<file path="src/rtl/pipelined_adder_pkg.sv">
`default_nettype none
// ---------------------------------------------------------------------------
// adder_pkg: shared sizing helpers for the pipelined adder
// Revision: 1.0
// ---------------------------------------------------------------------------
package adder_pkg;

  function automatic int chunk_w(input int width, input int stages);
    return width / stages;
  endfunction

  function automatic bit cfg_ok(input int width, input int stages);
    return (stages > 0) && (width > 0) && ((width % stages) == 0);
  endfunction

endpackage
`default_nettype wire

</file>
<file path="src/rtl/pipelined_adder_if.sv">
`default_nettype none
// ---------------------------------------------------------------------------
// pipelined_adder_if: operand and result handshake bundle for pipelined_adder
// Revision: 1.0
// ---------------------------------------------------------------------------
interface pipelined_adder_if #(
  parameter int WIDTH = 32
);
  logic             in_valid;
  logic             in_ready;
  logic [WIDTH-1:0] a;
  logic [WIDTH-1:0] b;
  logic             cin;
  logic             sub;
  logic             out_valid;
  logic             out_ready;
  logic [WIDTH-1:0] sum;
  logic             cout;
  logic             ovf;

  modport master (
    output in_valid, a, b, cin, sub, out_ready,
    input  in_ready, out_valid, sum, cout, ovf
  );

  modport slave (
    input  in_valid, a, b, cin, sub, out_ready,
    output in_ready, out_valid, sum, cout, ovf
  );
endinterface
`default_nettype wire

</file>
<file path="src/rtl/pipelined_adder_chunk.sv">
`default_nettype none
// ---------------------------------------------------------------------------
// adder_chunk: combinational CHUNK-bit ripple adder built from full-adder cells
// Revision: 1.0
// ---------------------------------------------------------------------------
module adder_chunk #(
  parameter int CHUNK = 8
) (
  input  logic [CHUNK-1:0] a,
  input  logic [CHUNK-1:0] b,
  input  logic             cin,
  output logic [CHUNK-1:0] sum,
  output logic             cout,
  output logic             c_msb_in
);

  // Each cell keeps its own carry nets so the ripple chain is not one self-referencing vector.
  for (genvar i = 0; i < CHUNK; i++) begin : g_fa
    logic ci;
    logic co;
    if (i == 0) begin : g_lsb
      assign ci = cin;
    end else begin : g_chain
      assign ci = g_fa[i-1].co;
    end
    assign sum[i] = a[i] ^ b[i] ^ ci;
    assign co     = (a[i] & b[i]) | (ci & (a[i] ^ b[i]));
  end

  assign cout     = g_fa[CHUNK-1].co;
  assign c_msb_in = g_fa[CHUNK-1].ci;

endmodule
`default_nettype wire

</file>
<file path="src/rtl/pipelined_adder.sv">
`default_nettype none
// ---------------------------------------------------------------------------
// pipelined_adder: STAGES-deep chunked ripple adder/subtractor with valid/ready flow control
// Revision: 1.0
// ---------------------------------------------------------------------------
module pipelined_adder
  import adder_pkg::*;
#(
  parameter int WIDTH  = 32,
  parameter int STAGES = 4
) (
  input  logic             clk,
  input  logic             rst_n,
  pipelined_adder_if.slave bus
);

  localparam int CHUNK = chunk_w(WIDTH, STAGES);

  if (!cfg_ok(WIDTH, STAGES)) begin : g_cfg_check
    $error("pipelined_adder: WIDTH must be a non-zero multiple of STAGES");
  end

  logic [WIDTH-1:0]  b_eff;
  logic              c0;
  logic [STAGES-1:0] valid_q;
  logic [STAGES-1:0] valid_d;
  logic [STAGES-1:0] load_en;
  logic [STAGES-1:0] src_valid;

  assign b_eff = bus.sub ? ~bus.b : bus.b;
  assign c0    = bus.sub | bus.cin;

  for (genvar k = 0; k < STAGES; k++) begin : g_ctrl
    // Closed form of the stall chain: a stage can load if the head drains or any later slot is a bubble.
    assign load_en[k] = bus.out_ready | ~(&valid_q[STAGES-1:k]);
    if (k == 0) begin : g_head
      assign src_valid[k] = bus.in_valid;
    end else begin : g_body
      assign src_valid[k] = valid_q[k-1];
    end
  end

  assign valid_d = (valid_q & ~load_en) | (src_valid & load_en);

  always_ff @(posedge clk or negedge rst_n) begin
    if (!rst_n) begin
      valid_q <= '0;
    end else begin
      valid_q <= valid_d;
    end
  end

  assign bus.in_ready  = load_en[0];
  assign bus.out_valid = valid_q[STAGES-1];

  // Operand skew: upper chunks not yet added ride along with their transaction.
  for (genvar k = 0; k < STAGES-1; k++) begin : g_opnd
    localparam int REM_W = WIDTH - (k+1)*CHUNK;
    logic [REM_W-1:0] a_rem_d;
    logic [REM_W-1:0] b_rem_d;
    logic [REM_W-1:0] a_rem_q;
    logic [REM_W-1:0] b_rem_q;

    if (k == 0) begin : g_from_bus
      assign a_rem_d = bus.a[WIDTH-1:CHUNK];
      assign b_rem_d = b_eff[WIDTH-1:CHUNK];
    end else begin : g_from_prev
      assign a_rem_d = g_opnd[k-1].a_rem_q[REM_W+CHUNK-1:CHUNK];
      assign b_rem_d = g_opnd[k-1].b_rem_q[REM_W+CHUNK-1:CHUNK];
    end

    always_ff @(posedge clk or negedge rst_n) begin
      if (!rst_n) begin
        a_rem_q <= '0;
        b_rem_q <= '0;
      end else if (load_en[k] & src_valid[k]) begin
        a_rem_q <= a_rem_d;
        b_rem_q <= b_rem_d;
      end
    end
  end

  for (genvar k = 0; k < STAGES; k++) begin : g_stage
    logic [CHUNK-1:0]       op_a;
    logic [CHUNK-1:0]       op_b;
    logic [CHUNK-1:0]       chunk_sum;
    logic                   carry_in;
    logic                   chunk_cout;
    logic                   chunk_cmsb;
    logic [(k+1)*CHUNK-1:0] sum_d;
    logic [(k+1)*CHUNK-1:0] sum_q;
    logic                   carry_q;

    if (k == 0) begin : g_first
      assign op_a     = bus.a[CHUNK-1:0];
      assign op_b     = b_eff[CHUNK-1:0];
      assign carry_in = c0;
      assign sum_d    = chunk_sum;
    end else begin : g_next
      assign op_a     = g_opnd[k-1].a_rem_q[CHUNK-1:0];
      assign op_b     = g_opnd[k-1].b_rem_q[CHUNK-1:0];
      assign carry_in = g_stage[k-1].carry_q;
      assign sum_d    = {chunk_sum, g_stage[k-1].sum_q};
    end

    adder_chunk #(
      .CHUNK (CHUNK)
    ) u_chunk (
      .a        (op_a),
      .b        (op_b),
      .cin      (carry_in),
      .sum      (chunk_sum),
      .cout     (chunk_cout),
      .c_msb_in (chunk_cmsb)
    );

    always_ff @(posedge clk or negedge rst_n) begin
      if (!rst_n) begin
        sum_q   <= '0;
        carry_q <= 1'b0;
      end else if (load_en[k] & src_valid[k]) begin
        sum_q   <= sum_d;
        carry_q <= chunk_cout;
      end
    end

    if (k == STAGES-1) begin : g_out
      logic ovf_q;
      always_ff @(posedge clk or negedge rst_n) begin
        if (!rst_n) begin
          ovf_q <= 1'b0;
        end else if (load_en[k] & src_valid[k]) begin
          ovf_q <= chunk_cout ^ chunk_cmsb;
        end
      end
      assign bus.sum  = sum_q;
      assign bus.cout = carry_q;
      assign bus.ovf  = ovf_q;
    end
  end

endmodule
`default_nettype wire

</file>
<file path="src/flat_wrapper.sv">
// flat-port wrapper written by rule: the top's interface ports become plain ports
module pipelined_adder_flat import adder_pkg::*;
#(
  parameter int WIDTH  = 32,
  parameter int STAGES = 4
)
  (clk, rst_n, bus_in_valid, bus_a, bus_b, bus_cin, bus_sub, bus_out_ready, bus_in_ready, bus_out_valid, bus_sum, bus_cout, bus_ovf);
  pipelined_adder_if #(.WIDTH(WIDTH)) bus_i ();
  input  logic clk;
  input  logic rst_n;
  input wire logic [$bits(bus_i.in_valid)-1:0] bus_in_valid;
  input wire logic [$bits(bus_i.a)-1:0] bus_a;
  input wire logic [$bits(bus_i.b)-1:0] bus_b;
  input wire logic [$bits(bus_i.cin)-1:0] bus_cin;
  input wire logic [$bits(bus_i.sub)-1:0] bus_sub;
  input wire logic [$bits(bus_i.out_ready)-1:0] bus_out_ready;
  output wire logic [$bits(bus_i.in_ready)-1:0] bus_in_ready;
  output wire logic [$bits(bus_i.out_valid)-1:0] bus_out_valid;
  output wire logic [$bits(bus_i.sum)-1:0] bus_sum;
  output wire logic [$bits(bus_i.cout)-1:0] bus_cout;
  output wire logic [$bits(bus_i.ovf)-1:0] bus_ovf;
  assign bus_i.in_valid = bus_in_valid;
  assign bus_i.a = bus_a;
  assign bus_i.b = bus_b;
  assign bus_i.cin = bus_cin;
  assign bus_i.sub = bus_sub;
  assign bus_i.out_ready = bus_out_ready;
  assign bus_in_ready = bus_i.in_ready;
  assign bus_out_valid = bus_i.out_valid;
  assign bus_sum = bus_i.sum;
  assign bus_cout = bus_i.cout;
  assign bus_ovf = bus_i.ovf;
  pipelined_adder #(.WIDTH(WIDTH), .STAGES(STAGES)) u_core (.clk(clk), .rst_n(rst_n), .bus(bus_i));
endmodule
</file>
<file path="config.mk">
export PLATFORM = sky130hd
export DESIGN_NAME = pipelined_adder_flat
export DESIGN_NICKNAME = d
export VERILOG_FILES = /design/src/rtl/pipelined_adder_pkg.sv /design/src/rtl/pipelined_adder_if.sv /design/src/rtl/pipelined_adder_chunk.sv /design/src/rtl/pipelined_adder.sv /design/src/flat_wrapper.sv
export SDC_FILE = /design/constraint.sdc
export NUM_CORES = 1
export LEC_CHECK = 0
export CAP_MARGIN = 20
export CORE_ASPECT_RATIO = 1.5
export CORE_UTILIZATION = 63
export CTS_CLUSTER_SIZE = 10
export DETAILED_ROUTE_END_ITERATION = 16
export DONT_BUFFER_PORTS = 1
export GPL_ROUTABILITY_DRIVEN = 1
export GPL_TIMING_DRIVEN = 1
export MAX_ROUTING_LAYER = met4
export PLACE_DENSITY = 0.79
export SLEW_MARGIN = 20
export SYNTH_ARGS = -nofsm -noshare
export SYNTH_HDL_FRONTEND = slang
export SYNTH_SLANG_ARGS = --single-unit
</file>
<file path="constraint.sdc">
create_clock -name clk -period 4.8 [get_ports clk]
set_input_delay 0.24 -clock clk [delete_from_list [all_inputs] [get_ports clk]]
set_output_delay 0.24 -clock clk [all_outputs]
set_load 0.02 [all_outputs]
</file>
==> run summary <==
• 1.02 ns — transition time at the pin with the least slew margin
• 0 — Final Hold Viols
• 0 ns — Setup TNS
• 4468 — number of global-route vias before repair
• 593 nW/µm² — power density relative to cell area
• 0 — antenna-violating nets left
• 0.00855 ns — worst clock skew
• 0 — total count of max-transition violations in the final report
• 106 — num ports
• 4 — first drt pass iteration count
• 0 — final global-route overflow total
• false — RSZ-0062 raised after global routing
• reg2reg — critical path class
• 0 — initial antenna violation count
• 3945 — vias
• u_core.g_stage[2].carry_q — source of the critical timing path
• 0.360 — share of cells above drive strength 1
• 516 — Gate Count Post-Synth
• 645 — NumNets Final
• 0 — detailed-route DRC error count
• 0 — max-cap violations
• 0.43 ns — worst skew pair latency
• 20 — number of library cell types mapped by synthesis
• 185 — Synth Register Bits
• 15.6 µm² — average instance area after synthesis
• 0.723 — Final Wtd Congestion
• 0.07 ns — clock-pin slew on the worst setup and hold paths
• 0.236 GHz — f_max
• 186 — maximum number of pins on one net before global-route repair
• 8140 µm² — DP Area
• finished clean — status
• 0.233 — Tot GR Track Use
• 22200 µm — first-pass GRT wire length
• fa_1 — most frequent cell on the critical path
• 712 — number of non-filler instances in the completed layout
• 0 — number of warnings printed during yosys synthesis
• 12.6% — synthesis-to-layout area growth
• 0.646 — Initial Util
• 0.000259 V — Worst IR Drop VDD
• 185 — number of clock sinks seen by CTS
• 19.0 µm — wire length per cell
• in2reg — type of the tightest min-delay check
• bus_b[15] — startpoint of the most critical hold path
• 4.23 ns — Tmin final
• 2 — maximum net fanout on the critical path
• yes — clock tree from TritonCTS
• 5.54 — average vias per placed instance
• 13200 µm² — area of the die
• 8050 µm² — combined area of all synthesized cells
• 4.05 nW — static power due to leakage
• 0.47 ns — worst stage delay on the critical path
• 0.575 — post-synthesis sequential area ratio
• fa_1 — CP max stage cell
• 0 — Post-CTS Setup Bufs
• 0.728 — final core utilization
• 8680 µm — HPWL Detailed
• 4 — CTS HTree Levels
• 0.315 — Max transition margin
• 618 — total nets after synthesis
• dfrtp_1 — count leader, synth
• adder cells — cell family contributing the most delay on the critical path
• dfrtp_1, mux2_2, fa_1 — cell types occupying the most area after synthesis
• 3 — number of buffer and inverter instances along the worst setup path
• 0.57 ns — R2R setup slack
• dfrtp_1, mux2_2, inv_1 — list of most frequent post-synthesis cells
• 0 — setup-violating endpoint count in the final report
• u_core.g_stage[2].carry_q — worst flop-to-flop path startpoint
• 0 — antenna cell count
• 94.3 µm — Horiz. Die Dim
• 0 — number of enable flip-flop cells after synthesis
• 1.00 — Async SR Flop Fraction
• clkbuf_16 — root buf cell
• 4.54 ns — Arr. time, crit path
• 0 — CTS-repair resized insts
• 50 — std cell rows
• 0 — number of I/O port buffers
• fa_1, fa_1, fa_1, fa_1, fa_1, inv_1, fa_1, inv_1, fa_1, inv_1, fa_1, xnor2_1, mux2_2 — crit-path cells
• 17 — total clock buffers created by CTS
• 13600 µm — Routed Wire Length
• 28 — Hold Buf Count CTS
• dfrtp_1 — cell type with the highest aggregate area in the netlist
• flip-flop — critical path startpoint category
• 12400 µm² — Core Region
• dfrtp_1 — prevailing post-synth register cell
• flip-flop — Setup crit end kind
• 140 µm — vertical die dimension
• 0.882 — Tcrit/Tclk final
• 5.11 ns — required time of the critical path
• 652 — DP Cell Count
• 2 — clk buf depth
• 0.575 — area share of the largest cell type after synthesis
• 121 — violation count after the first detailed-routing iteration
• 9060 µm² — final instance area
-- placed cells by master, fill, tap and decap left out, types with 4 or more instances in the layout --
master         count
mux2_2           137
nand2b_1           4
fa_1              32
dfrtp_1          185
xor2_1            25
xnor2_1            8
dlygate4sd3_1     27
clkbuf_16         17
o21ai_0           16
inv_1             40
mux2i_1           13
mux2_4            23
-- worst reg2reg max path: cells and delay by family, from the launching register on --
family / cells / cell delay (ns)
buffers and inverters: 3 / 0.26
adders and majority gates: 8 / 3.12
muxes: 1 / 0.26
xor gates and xnor gates: 1 / 0.08
DFF: 1 / 0.40
-- worst paths after layout --
| check | cells after the start | to |
|---|---|---|
| hold reg to reg | 1 | u_core.g_stage[2].sum_q[9] |
| max in group asynchronous | 2 | u_core.g_opnd[1].b_rem_q[8] |
| setup reg to reg | 13 | u_core.bus.ovf |
| min in group asynchronous | 2 | u_core.g_opnd[2].a_rem_q[1] |
| setup / recovery | 13 | u_core.bus.ovf |
| hold / removal | 2 | u_core.g_opnd[0].b_rem_q[7] |
-- routing by layer --
metal | track usage | vias up | wire length, µm
met5 | - | - | 0
met4 | 0.0858 | 0 | 232
met3 | 0.0532 | 18 | 539
met2 | 0.395 | 88 | 7360
met1 | 0.268 | 2071 | 5430
li1 | - | 1768 | -
-- flip-flops by register name (all words and copies together) (netlist names), named ones only --
register,count
u_core.bus.cout,1
u_core.bus.ovf,1
u_core.bus.sum,32
u_core.g_opnd.a_rem_q,48
u_core.g_opnd.b_rem_q,48
u_core.g_stage.carry_q,3
u_core.g_stage.sum_q,48
-- power breakdown --
group          internal (W)  switching [W]
sequential          0.00214       0.000533
clock              0.000855       0.000593
combinational      0.000743       0.000516
total               0.00373        0.00164
-- per-stage QoR --
step / total power [W] / hold WS (ns) / worst slack [ns]
2_1_floorplan: 0.00359 / -0.0556 / 0.751
3_3_place_gp: 0.00382 / -0.0516 / 0.684
3_5_place_dp: 0.00394 / -0.0522 / 0.543
4_1_cts: 0.00545 / 0.00216 / 0.530
5_1_grt: 0.00570 / 0.00766 / 0.361
6_report: 0.00538 / 0.0188 / 0.568
-- layout make-up --
type                       count  area, µm²
multi-input combinational    268       3130
clock inverter                12        165
clock buffer                  20        457
inverter                      40        150
tap                          156        195
sequential                   185       4630
fill                         792       3390
timing repair buffer          31        333
-- cells by family after synthesis --
kind of cell	count (synthesis)	share of synthesized area
AOI/OAI and AO/OA	17	0.0113
and+or+nand+nor	13	0.00948
DFF	185	0.575
buffers and inverters	63	0.0376
adders and majority gates	32	0.0796
xor gates and xnor gates	33	0.0359
muxes	173	0.251
No activity file was read; power rests on OpenSTA's default activity.
